--- src/rtl/aclint_if.sv ---
// aclint_if: request/response bundle of the RV1 peripheral bus as seen by the ACLINT.
//   req_valid/addr/we/wdata/wstrb : byte-strobed request, accepted in the cycle it is valid
//   req_ready                      : high once the block is out of reset
//   rsp_valid/rdata/err            : registered response, one cycle after each request
// Modports: master drives requests (core/bench), slave answers them (aclint).
interface aclint_if;
    logic        req_valid;
    logic [15:0] req_addr;
    logic        req_we;
    logic [63:0] req_wdata;
    logic [7:0]  req_wstrb;
    logic        req_ready;
    logic        rsp_valid;
    logic [63:0] rsp_rdata;
    logic        rsp_err;

    modport master (
        output req_valid, req_addr, req_we, req_wdata, req_wstrb,
        input  req_ready, rsp_valid, rsp_rdata, rsp_err
    );

    modport slave (
        input  req_valid, req_addr, req_we, req_wdata, req_wstrb,
        output req_ready, rsp_valid, rsp_rdata, rsp_err
    );
endinterface

--- src/rtl/aclint.sv ---
// aclint: core-local interruptor with a shared 64-bit MTIME (programmable prescaler
// and halt), per-hart MTIMECMP/MSIP and an optional supervisor software-interrupt device.
//
// Ports:
//   clk, reset_n  clock, asynchronous active-low reset
//   bus           aclint_if.slave request/response port (offsets from base 0x0200_0000)
//   mti_o         per-hart machine timer interrupt (registered MTIME >= MTIMECMP)
//   msi_o         per-hart machine software interrupt (MSIP bit 0)
//   ssi_o         per-hart supervisor software interrupt, one-cycle pulse
//   time_o        current MTIME
//
// Build option: define ACLINT_SSWI_EN to decode the SETSSIP region at 0xC000 and drive
// ssi_o; without it 0xC000 and above answers with rsp_err and ssi_o stays 0.
//
// Map: MSIP[h] 0x0000+4h, MTIMECMP[h] 0x4000+8h, CTRL 0xBFF0 (DIV[15:0], HALT[31]),
//      MTIME 0xBFF8, SETSSIP[h] 0xC000+4h.
module aclint #(
    parameter int unsigned NUM_HARTS      = 1,
    parameter int unsigned PRESCALE_RESET = 1
) (
    input  logic                 clk,
    input  logic                 reset_n,
    aclint_if.slave              bus,
    output logic [NUM_HARTS-1:0] mti_o,
    output logic [NUM_HARTS-1:0] msi_o,
    output logic [NUM_HARTS-1:0] ssi_o,
    output logic [63:0]          time_o
);

    localparam logic [15:0] DIV_RESET = 16'(PRESCALE_RESET - 1);

    function automatic logic [63:0] merge_bytes(input logic [63:0] old_val,
                                                input logic [63:0] new_val,
                                                input logic [7:0]  strb);
        logic [63:0] res;
        res = old_val;
        for (int b = 0; b < 8; b++) begin
            if (strb[b]) res[8*b +: 8] = new_val[8*b +: 8];
        end
        return res;
    endfunction

    logic                 ready_q;
    logic                 rsp_valid_q;
    logic                 rsp_err_q;
    logic [63:0]          rsp_rdata_q;
    logic [63:0]          mtime_q;
    logic [63:0]          mtimecmp_q [NUM_HARTS];
    logic [NUM_HARTS-1:0] msip_q;
    logic [NUM_HARTS-1:0] mti_q;
    logic [15:0]          div_q;
    logic [15:0]          pre_cnt_q;
    logic                 halt_q;

    logic        accept;
    logic        wr;
    logic [11:0] idx32;
    logic [10:0] idx64;
    logic        lane_hi;
    logic        lane_strb;
    logic        lane_bit0;
    logic        hit_msip;
    logic        hit_cmp;
    logic        hit_ctrl;
    logic        hit_mtime;
    logic        dec_err;
    logic [63:0] rd_val;
    logic        tick;
    logic        unused_addr_lsb;
`ifdef ACLINT_SSWI_EN
    logic        hit_ssip;
`endif

    assign accept          = bus.req_valid & ready_q;
    assign wr              = accept & bus.req_we;
    assign idx32           = bus.req_addr[13:2];
    assign idx64           = bus.req_addr[13:3];
    assign unused_addr_lsb = ^bus.req_addr[1:0];

    // 32-bit registers sit in the lane half picked by addr[2]; only their bit 0 is live.
    assign lane_hi   = bus.req_addr[2];
    assign lane_strb = lane_hi ? bus.req_wstrb[4]  : bus.req_wstrb[0];
    assign lane_bit0 = lane_hi ? bus.req_wdata[32] : bus.req_wdata[0];

    assign tick = ~halt_q & (pre_cnt_q == div_q);

    always_comb begin
        hit_msip  = 1'b0;
        hit_cmp   = 1'b0;
        hit_ctrl  = 1'b0;
        hit_mtime = 1'b0;
        dec_err   = 1'b0;
`ifdef ACLINT_SSWI_EN
        hit_ssip  = 1'b0;
`endif
        case (bus.req_addr[15:14])
            2'b00: begin
                if (32'(idx32) < NUM_HARTS) hit_msip = 1'b1;
                else                        dec_err  = 1'b1;
            end
            2'b01: begin
                if (32'(idx64) < NUM_HARTS) hit_cmp = 1'b1;
                else                        dec_err = 1'b1;
            end
            2'b10: begin
                // CTRL is a 32-bit register in the low half of 0xBFF0; 0xBFF4 is a hole.
                if (bus.req_addr[15:2] == 14'h2FFC)      hit_ctrl  = 1'b1;
                else if (bus.req_addr[15:3] == 13'h17FF) hit_mtime = 1'b1;
                else                                     dec_err   = 1'b1;
            end
            default: begin
`ifdef ACLINT_SSWI_EN
                if (32'(idx32) < NUM_HARTS) hit_ssip = 1'b1;
                else                        dec_err  = 1'b1;
`else
                dec_err = 1'b1;
`endif
            end
        endcase
    end

    // Read value of the addressed register; zero for SETSSIP and on decode error.
    always_comb begin
        rd_val = '0;
        if (hit_msip) begin
            for (int unsigned h = 0; h < NUM_HARTS; h++) begin
                if (32'(idx32) == h)
                    rd_val = lane_hi ? {31'b0, msip_q[h], 32'b0} : {63'b0, msip_q[h]};
            end
        end else if (hit_cmp) begin
            for (int unsigned h = 0; h < NUM_HARTS; h++) begin
                if (32'(idx64) == h) rd_val = mtimecmp_q[h];
            end
        end else if (hit_ctrl) begin
            rd_val = {32'b0, halt_q, 15'b0, div_q};
        end else if (hit_mtime) begin
            rd_val = mtime_q;
        end
    end

    always_ff @(posedge clk or negedge reset_n) begin
        if (!reset_n) begin
            ready_q     <= 1'b0;
            rsp_valid_q <= 1'b0;
            rsp_err_q   <= 1'b0;
            rsp_rdata_q <= '0;
            mtime_q     <= '0;
            div_q       <= DIV_RESET;
            halt_q      <= 1'b0;
            pre_cnt_q   <= '0;
            msip_q      <= '0;
            mti_q       <= '0;
            for (int unsigned h = 0; h < NUM_HARTS; h++) mtimecmp_q[h] <= '1;
        end else begin
            ready_q     <= 1'b1;
            rsp_valid_q <= accept;
            rsp_err_q   <= accept & dec_err;
            rsp_rdata_q <= (accept & ~bus.req_we) ? rd_val : '0;

            // A software write to MTIME overrides (and swallows) a coincident tick.
            if (wr & hit_mtime)
                mtime_q <= merge_bytes(mtime_q, bus.req_wdata, bus.req_wstrb);
            else if (tick)
                mtime_q <= mtime_q + 64'd1;

            if (wr & (hit_mtime | hit_ctrl)) pre_cnt_q <= '0;
            else if (tick)                   pre_cnt_q <= '0;
            else if (!halt_q)                pre_cnt_q <= pre_cnt_q + 16'd1;

            if (wr & hit_ctrl) begin
                if (bus.req_wstrb[0]) div_q[7:0]  <= bus.req_wdata[7:0];
                if (bus.req_wstrb[1]) div_q[15:8] <= bus.req_wdata[15:8];
                if (bus.req_wstrb[3]) halt_q      <= bus.req_wdata[31];
            end

            for (int unsigned h = 0; h < NUM_HARTS; h++) begin
                if (wr & hit_msip & lane_strb && (32'(idx32) == h))
                    msip_q[h] <= lane_bit0;
                if (wr & hit_cmp && (32'(idx64) == h))
                    mtimecmp_q[h] <= merge_bytes(mtimecmp_q[h], bus.req_wdata, bus.req_wstrb);
                // Compare uses pre-update values, so a write shows on mti_o one edge later.
                mti_q[h] <= (mtime_q >= mtimecmp_q[h]);
            end
        end
    end

`ifdef ACLINT_SSWI_EN
    logic [NUM_HARTS-1:0] ssi_q;

    always_ff @(posedge clk or negedge reset_n) begin
        if (!reset_n) begin
            ssi_q <= '0;
        end else begin
            for (int unsigned h = 0; h < NUM_HARTS; h++)
                ssi_q[h] <= wr & hit_ssip & lane_strb & lane_bit0 & (32'(idx32) == h);
        end
    end

    assign ssi_o = ssi_q;
`else
    assign ssi_o = '0;
`endif

    assign bus.req_ready = ready_q;
    assign bus.rsp_valid = rsp_valid_q;
    assign bus.rsp_err   = rsp_err_q;
    assign bus.rsp_rdata = rsp_rdata_q;
    assign mti_o         = mti_q;
    assign msi_o         = msip_q;
    assign time_o        = mtime_q;

endmodule

--- src/flat_wrapper.sv ---
// flat-port wrapper written by rule: the top's interface ports become plain ports
module aclint_flat 
#(
    parameter int unsigned NUM_HARTS      = 1,
    parameter int unsigned PRESCALE_RESET = 1
)
  (clk, reset_n, mti_o, msi_o, ssi_o, time_o, bus_req_valid, bus_req_addr, bus_req_we, bus_req_wdata, bus_req_wstrb, bus_req_ready, bus_rsp_valid, bus_rsp_rdata, bus_rsp_err);
  aclint_if bus_i ();
  input  logic clk;
  input  logic reset_n;
  output logic [NUM_HARTS-1:0] mti_o;
  output logic [NUM_HARTS-1:0] msi_o;
  output logic [NUM_HARTS-1:0] ssi_o;
  output logic [63:0] time_o;
  input wire logic [$bits(bus_i.req_valid)-1:0] bus_req_valid;
  input wire logic [$bits(bus_i.req_addr)-1:0] bus_req_addr;
  input wire logic [$bits(bus_i.req_we)-1:0] bus_req_we;
  input wire logic [$bits(bus_i.req_wdata)-1:0] bus_req_wdata;
  input wire logic [$bits(bus_i.req_wstrb)-1:0] bus_req_wstrb;
  output wire logic [$bits(bus_i.req_ready)-1:0] bus_req_ready;
  output wire logic [$bits(bus_i.rsp_valid)-1:0] bus_rsp_valid;
  output wire logic [$bits(bus_i.rsp_rdata)-1:0] bus_rsp_rdata;
  output wire logic [$bits(bus_i.rsp_err)-1:0] bus_rsp_err;
  assign bus_i.req_valid = bus_req_valid;
  assign bus_i.req_addr = bus_req_addr;
  assign bus_i.req_we = bus_req_we;
  assign bus_i.req_wdata = bus_req_wdata;
  assign bus_i.req_wstrb = bus_req_wstrb;
  assign bus_req_ready = bus_i.req_ready;
  assign bus_rsp_valid = bus_i.rsp_valid;
  assign bus_rsp_rdata = bus_i.rsp_rdata;
  assign bus_rsp_err = bus_i.rsp_err;
  aclint #(.NUM_HARTS(NUM_HARTS), .PRESCALE_RESET(PRESCALE_RESET)) u_core (.clk(clk), .reset_n(reset_n), .bus(bus_i), .mti_o(mti_o), .msi_o(msi_o), .ssi_o(ssi_o), .time_o(time_o));
endmodule
--- config.mk ---
export PLATFORM = sky130hd
export DESIGN_NAME = aclint_flat
export DESIGN_NICKNAME = d
export VERILOG_FILES = /design/src/rtl/aclint_if.sv /design/src/rtl/aclint.sv /design/src/flat_wrapper.sv
export SDC_FILE = /design/constraint.sdc
export NUM_CORES = 1
export LEC_CHECK = 0
export BUFFER_PORTS_ARGS = -buffer_cell sky130_fd_sc_hd__buf_2
export CAP_MARGIN = 15
export CORE_MARGIN = 3
export CORE_UTILIZATION = 45
export DETAILED_ROUTE_END_ITERATION = 10
export PLACE_DENSITY = 0.73
export SLEW_MARGIN = 20
export SYNTH_ARGS = -nofsm -noshare
export SYNTH_HDL_FRONTEND = slang
export SYNTH_SLANG_ARGS = --single-unit
--- constraint.sdc ---
create_clock -name clk -period 3.6 [get_ports clk]
set_input_delay 0.72 -clock clk [delete_from_list [all_inputs] [get_ports clk]]
set_output_delay 0.72 -clock clk [all_outputs]
set_load 0.05 [all_outputs]
== Yosys cells after proc, flatten, opt, wreduce, memory -nomap -nowiden ==
Cells that the tools add are included.
Storage, ports and cells
  register bits after elaboration: 230
  latch bits: 0
  RAM bits: 0
  memory bits (read-only): 0
  input port bits: 92
  output and inout bits: 134
  word-level logic and storage cells: 121
  memories: 0
Cells by class
  add/subtract/negate cells: 2
  multipliers: 0
  div/mod/pow operators: 0
  magnitude comparators: 3
  equal/unequal tests: 14
  shift operators: 0
  muxes and demuxes: 37
  bitwise logic cells: 14
  reduce and logical (&&, ||, !) cells: 25
Operators by type and width (number)
  64-bit 2-to-1 mux: 9
  64-bit by 1-bit adder with 64-bit output (second input constant): 1
  64-bit greater-or-equal comparator: 1
  8-bit 2-to-1 mux: 8
  16-bit 2-to-1 mux: 3
  2-bit AND reduction: 19
  33-bit 2-to-1 mux: 1
  16-bit by 1-bit adder with 16-bit output (second input constant): 1
  16-bit equality test: 1
  2-bit inequality test (second input constant): 8
  1-bit 2-to-1 mux: 15
  14-bit equality test (second input constant): 1
  13-bit equality test (second input constant): 1
  12-bit logical NOT: 1
  12-bit by 1-bit less-than comparator with 1-bit output (second input constant): 1
  1-bit bitwise AND: 11
  11-bit logical NOT: 1
  11-bit by 1-bit less-than comparator with 1-bit output (second input constant): 1
  3-bit inequality test (second input constant): 1
  1-bit one-hot mux with 3 select lines: 1
  2-bit by 1-bit equality test with 1-bit output (second input constant): 1
  2-bit equality test (second input constant): 1
  1-bit logical AND: 2
  2-bit logical NOT: 1
  other kinds (3): 4

== Longest topological paths before layout ==
  word-level depth: 9
  mapped depth: 9

== Worst setup path after synthesis ==
OpenSTA, ideal clock, no wires.
  path kind: reg2reg
  start: reg u_core.mtime_q[6], in the netlist u_core.time_o[6]
  end: reg u_core.mtime_q[57], in the netlist u_core.time_o[57]
  setup time: 0.133 ns
  arrival: 2.914 ns
  setup slack: 0.553 ns
  cell stages (with the launch flop): 8
  buffers on the path: 1
  period minus slack after synthesis: 3.047 ns
  cells stage by stage: dfrtp_1 nand3_1 or4_4 buf_6 or4_4 or4b_4 o21ai_2 a211oi_2
On the way
  longest elaborated chain between the ends: 3
Ends and longest elaborated chain
  start, declared: line aclint.sv:47  | logic [63:0] mtime_q;
  start signal, assigned: line aclint.sv:162  | mtime_q <= merge_bytes(mtime_q, bus.req_wdata, bus.req_wstrb);
  start signal, assigned: line aclint.sv:164  | mtime_q <= mtime_q + 64'd1;
  64-bit by 1-bit adder with 64-bit output: line aclint.sv:164
  64-bit 2-to-1 mux: line aclint.sv:163  | else if (tick)
  64-bit 2-to-1 mux: line aclint.sv:161  | if (wr & hit_mtime)
No other way between the ends. The select of a mux whose other input is x is not followed.
A chain may end at the register's enable or synchronous reset.

== Final worst setup path ==
  start: reg u_core.pre_cnt_q[9]
  end: reg u_core.mtime_q[41], in the netlist u_core.time_o[41]
On the way
  longest elaborated chain between the ends: 4
Ends and longest elaborated chain
  start, declared: line aclint.sv:52  | logic [15:0] pre_cnt_q;
  start signal, assigned: line aclint.sv:168  | else if (!halt_q) pre_cnt_q <= pre_cnt_q + 16'd1;
  16-bit equality test: line aclint.sv:85  | assign tick = ~halt_q & (pre_cnt_q == div_q);
  1-bit bitwise AND: line aclint.sv:85
  2-bit nonzero test (no line)
  2-bit AND reduction (no line)
No other way between the ends.

==> impl_results.html <==
<table>
<tr><th>Metric</th><th>Value</th></tr>
<tr><th colspan="2">Status</th></tr>
<tr><td>Run status</td><td>finished clean</td></tr>
<tr><th colspan="2">Clock network</th></tr>
<tr><td>Clock latency at the later pin of the worst-skew pair</td><td>roughly 0.54 ns</td></tr>
<tr><td>Post-cts repair resize count</td><td>0</td></tr>
<tr><td>Inserted Clock Buffers</td><td>26</td></tr>
<tr><td>CTS Hold Buffers Added</td><td>0</td></tr>
<tr><td>Setup Fix Bufs, Post-CTS</td><td>0</td></tr>
<tr><td>TritonCTS clock tree</td><td>built</td></tr>
<tr><td>H-Tree Level Count</td><td>1</td></tr>
<tr><td>Largest buffer count on any clock path</td><td>3</td></tr>
<tr><td>Clock-pin slew on the worst setup and hold paths</td><td>~0.060 ns</td></tr>
<tr><td>Clock sinks</td><td>230</td></tr>
<tr><td>Root buffer cell</td><td>sky130_fd_sc_hd__clkbuf_16</td></tr>
<tr><th colspan="2">Placed design</th></tr>
<tr><td>Weighted congestion at the end of routability-driven global placement</td><td>about 0.91</td></tr>
<tr><td>Detailed placement HPWL</td><td>about 29 mm</td></tr>
<tr><td>Pre-CTS setup slack</td><td>0.451 ns</td></tr>
<tr><td>Total of buffers placed on input and output ports</td><td>222</td></tr>
<tr><th colspan="2">Timing</th></tr>
<tr><td>Worst-margin pin slew</td><td>around 0.78 ns</td></tr>
<tr><td>Number of failing hold endpoints at the final stage</td><td>0</td></tr>
<tr><td>Min setup slack post-route</td><td>0.502 ns</td></tr>
<tr><td>Setup-violating endpoint count in the final report</td><td>0</td></tr>
<tr><td>Post-route minimum period</td><td>3.10 ns</td></tr>
<tr><td>Highest Clock Rate</td><td>roughly 320 MHz</td></tr>
<tr><td>RSZ-0062 raised after global routing</td><td>false</td></tr>
<tr><td>Slew headroom</td><td>around 48%</td></tr>
<tr><td>Final Cycle Share</td><td>86.0%</td></tr>
<tr><td>Setup skew after layout</td><td>roughly 0.011 ns</td></tr>
<tr><td>Count of pins over their slew limit</td><td>0</td></tr>
<tr><td>Sum of negative setup slack</td><td>0 ns</td></tr>
<tr><th colspan="2">Logic synthesis</th></tr>
<tr><td>Proportion of netlist area held by the largest area contributor</td><td>31.9%</td></tr>
<tr><td>Biggest area contributors in the synthesized netlist</td><td>sky130_fd_sc_hd__dfrtp_1, sky130_fd_sc_hd__dfstp_2, sky130_fd_sc_hd__mux2_2, sky130_fd_sc_hd__ha_1, sky130_fd_sc_hd__a21oi_1</td></tr>
<tr><td>Number of distinct library cells after synthesis</td><td>between 80 and 90</td></tr>
<tr><td>Syn nets</td><td>1532</td></tr>
<tr><td>Leading post-synthesis cells by instance count</td><td>sky130_fd_sc_hd__dfrtp_1, sky130_fd_sc_hd__nand2_1, sky130_fd_sc_hd__nor2_1, sky130_fd_sc_hd__a21oi_1, sky130_fd_sc_hd__inv_1</td></tr>
<tr><td>Dominant cell type by area after synthesis</td><td>sky130_fd_sc_hd__dfrtp_1</td></tr>
<tr><td>Number of warnings printed during yosys synthesis</td><td>0</td></tr>
<tr><td>Area of the mapped netlist</td><td>around 13000 um2</td></tr>
<tr><td>Async SR Flop Fraction</td><td>100%</td></tr>
<tr><td>Flop and latch count out of synthesis</td><td>230</td></tr>
<tr><td>Cells after Synth</td><td>roughly 1400</td></tr>
<tr><td>Avg Cell Area, Syn</td><td>between 9 and 10 um2</td></tr>
<tr><td>Number of enable-type register cells in the synthesized netlist</td><td>0</td></tr>
<tr><td>Most frequent cell after synthesis</td><td>sky130_fd_sc_hd__dfrtp_1</td></tr>
<tr><td>Dominant register cell in the synthesized netlist</td><td>sky130_fd_sc_hd__dfrtp_1</td></tr>
<tr><td>Post-synthesis sequential area ratio</td><td>44.9%</td></tr>
<tr><th colspan="2">Setup path</th></tr>
<tr><td>R2r endpoint</td><td>u_core.time_o[41]</td></tr>
<tr><td>Element type at the critical path end</td><td>register</td></tr>
<tr><td>Kind of critical path</td><td>reg -&gt; reg</td></tr>
<tr><td>Launching point of the worst reg2reg path</td><td>u_core.pre_cnt_q[9]</td></tr>
<tr><td>Cell at the slowest stage of the critical path</td><td>sky130_fd_sc_hd__or4b_1</td></tr>
<tr><td>Required time of the critical path</td><td>approximately 4 ns</td></tr>
<tr><td>WP data arrival</td><td>3.52 ns</td></tr>
<tr><td>Kind of start point of the critical path</td><td>register</td></tr>
<tr><td>Ordered cell list for the critical path</td><td>nor2b_1, a2111oi_1, or4b_1, nor2_2, buf_12, nor2_1, a211o_1</td></tr>
<tr><td>Longest individual stage delay on the worst path</td><td>0.67 ns</td></tr>
<tr><td>Register-to-Register Path Depth</td><td>7</td></tr>
<tr><td>Largest driver fanout on the critical path</td><td>17</td></tr>
<tr><td>R2R setup slack</td><td>0.50 ns</td></tr>
<tr><th colspan="2">Global routing</th></tr>
<tr><td>Initial antenna violation count</td><td>3</td></tr>
<tr><td>First-pass GRT wire length</td><td>63.4 mm</td></tr>
<tr><td>Most heavily used metal layer in global routing</td><td>met2</td></tr>
<tr><td>Maximum number of pins on one net before global-route repair</td><td>87</td></tr>
<tr><td>Fraction of met2 tracks used by global routing</td><td>between 40% and 50%</td></tr>
<tr><td>Met1 track utilization from global routing</td><td>34.9%</td></tr>
<tr><td>Overall overflow remaining after global route</td><td>0</td></tr>
<tr><td>Via count of the first global-routing pass</td><td>11700</td></tr>
<tr><td>Overall global routing resource usage</td><td>25.3%</td></tr>
<tr><td>Met3 Resource Use GR</td><td>under 10%</td></tr>
<tr><th colspan="2">Floorplanning</th></tr>
<tr><td>Starting utilization of the core area</td><td>a little under half</td></tr>
<tr><td>I/O pin total</td><td>between 200 and 250</td></tr>
<tr><td>Core outline area</td><td>between 20000 and 30000 um2</td></tr>
<tr><td>Full die area</td><td>about 31000 um2</td></tr>
<tr><td>FP Rows</td><td>between 60 and 70</td></tr>
<tr><td>Die span in x</td><td>~180 um</td></tr>
<tr><td>Vertical die dimension</td><td>around 180 um</td></tr>
<tr><th colspan="2">Power and ir drop</th></tr>
<tr><td>Combinational share of power</td><td>around an eighth</td></tr>
<tr><td>PnR Total Power</td><td>between 5000 and 6000 uW</td></tr>
<tr><td>IR drop worst, VDD</td><td>0.000360 V</td></tr>
<tr><td>P_leak</td><td>~0.0071 uW</td></tr>
<tr><td>Net switching power</td><td>approximately 1700 uW</td></tr>
<tr><td>Pwr/cell area</td><td>approximately 380 nW/um2</td></tr>
<tr><td>Internal power of the cells</td><td>4330 uW</td></tr>
<tr><td>Clock share of power</td><td>between 40% and 50%</td></tr>
<tr><td>Sequential cell fraction of total power</td><td>between 40% and 50%</td></tr>
<tr><td>Switching part of the total power</td><td>~28%</td></tr>
<tr><th colspan="2">Detailed routing</th></tr>
<tr><td>Starting DRC count in detailed routing</td><td>between 1000 and 1500</td></tr>
<tr><td>Average detailed-routed wire length per instance</td><td>between 20 and 25 um</td></tr>
<tr><td>Routed via count divided by cell count</td><td>roughly 6</td></tr>
<tr><td>Residual DRC</td><td>0</td></tr>
<tr><td>Total wirelength of the detailed-routed design</td><td>roughly 40 mm</td></tr>
<tr><td>Total via count in the routed design</td><td>about 12000</td></tr>
<tr><td>Detailed-routing iteration count for the pre-antenna-repair pass</td><td>7</td></tr>
<tr><td>Final antenna-violating net count</td><td>0</td></tr>
<tr><th colspan="2">Cells and area</th></tr>
<tr><td>Fraction of layout instances using a drive strength above 1</td><td>28.8%</td></tr>
<tr><td>Number of nets in the layout</td><td>about 1800</td></tr>
<tr><td>Area growth, synth to finish</td><td>19.5%</td></tr>
<tr><td>Filler cells</td><td>between 2000 and 2500</td></tr>
<tr><th colspan="2">Flow run</th></tr>
<tr><td>Max Cap Violations</td><td>0</td></tr>
<tr><th colspan="2">Min path</th></tr>
<tr><td>Path category of the worst min-delay check</td><td>in -&gt; async</td></tr>
</table>
## registers in the layout (all words and copies together), names as in the netlist
name                  flops
u_core.bus.req_ready      1
u_core.bus.rsp_err        1
u_core.bus.rsp_rdata     64
u_core.bus.rsp_valid      1
u_core.div_q             16
u_core.halt_q             1
u_core.msi_o              1
u_core.mti_o              1
u_core.mtimecmp_q        64
u_core.pre_cnt_q         16
u_core.time_o            64
## through the flow
| step | hold slack (ns) | utilization, % | instance area [um2] | cells |
|---|---|---|---|---|
| 6_report | 0.182 | 55.2 | 15500 | 1999 |
| 5_1_grt | 0.231 | 55.2 | 15500 | 1998 |
| 4_1_cts | 0.202 | 55.2 | 15500 | 1998 |
| 3_5_place_dp | 0.510 | 52.3 | 14700 | 1950 |
| 3_3_place_gp | 0.497 | 52.3 | 14700 | 1950 |
| 2_1_floorplan | 0.424 | - | 13000 | 1374 |
## placed cells by master (no fill, tap or decap), types with 15 or more instances in the layout
cell / Yosys / layout
sky130_fd_sc_hd__buf_2: 5 / 221
sky130_fd_sc_hd__buf_4: 1 / 36
sky130_fd_sc_hd__mux2_2: 74 / 74
sky130_fd_sc_hd__and3_1: 25 / 25
sky130_fd_sc_hd__clkbuf_16: 0 / 27
sky130_fd_sc_hd__xor2_1: 15 / 15
sky130_fd_sc_hd__a22oi_1: 63 / 63
sky130_fd_sc_hd__a21oi_1: 104 / 104
sky130_fd_sc_hd__ha_1: 66 / 66
sky130_fd_sc_hd__dfrtp_1: 166 / 166
sky130_fd_sc_hd__nand3_1: 52 / 51
sky130_fd_sc_hd__nand4_1: 39 / 39
sky130_fd_sc_hd__dfstp_2: 64 / 64
sky130_fd_sc_hd__inv_1: 76 / 76
sky130_fd_sc_hd__o21ai_0: 58 / 57
sky130_fd_sc_hd__nor2_1: 118 / 117
sky130_fd_sc_hd__nor4_1: 17 / 15
sky130_fd_sc_hd__nand2_1: 126 / 126
sky130_fd_sc_hd__nor3_1: 36 / 35
## metal layers
layer  up-vias  part of all wire [%]  wire (um)
met2       508                    47      18700
met3        82                   7.5       3010
met5         -                 0.062         25
li1       5521                     -          -
met1      5910                    43      17300
met4         4                   2.7       1090
## critical path, delay by kind of cell, from the launching register on
kind                   cells  cell delay (ns)
AOI/OAI and AO/OA          2             0.85
buffers and inverters      1             0.24
DFF                        1             0.42
and+or+nand+nor            4             1.45
## final cells by class
cell class	count	area (um2)	share of cell area [%]
Clock buffer	43	776	4.99
Inverter	76	285	1.84
Clock inverter	5	27.5	0.177
Timing Repair Buffer	262	1470	9.47
Sequential cell	230	5840	37.5
Multi-Input combinational cell	1004	6670	42.9
Antenna cell	1	2.50	0.0161
Tap cell	378	473	3.04
## worst max path at each step
stage               depth (start not counted)                 to  slack (ns)                start
floorplan                                   7  u_core.time_o[57]        0.55     u_core.time_o[6]
global placement                            7  u_core.time_o[23]        0.35     bus_req_addr[14]
detailed placement                          8  u_core.time_o[41]        0.45     bus_req_addr[14]
CTS                                         7  u_core.time_o[41]        0.55  u_core.pre_cnt_q[9]
global route                                7  u_core.time_o[26]        0.38  u_core.pre_cnt_q[9]
finish                                      7  u_core.time_o[41]        0.50  u_core.pre_cnt_q[9]
## kinds of logic after synthesis
kind of cell	synth area share [%]
simple gates	19.2
compound gates	17.3
flops	44.9
buf+inv	4.18
mux	6.79
fa+ha+maj	6.35
xor+xnor	1.28
other cells	0.0577
## power by group through the flow
stage	Combinational, uW	Sequential, uW	Clock, uW
after global placement	676	2780	0
after floorplan	331	2810	0
final	703	2740	2540
after global routing	768	2750	2690
after detailed placement	696	2780	0
after CTS	701	2740	2590
No activity file was read; power rests on OpenSTA's default activity.
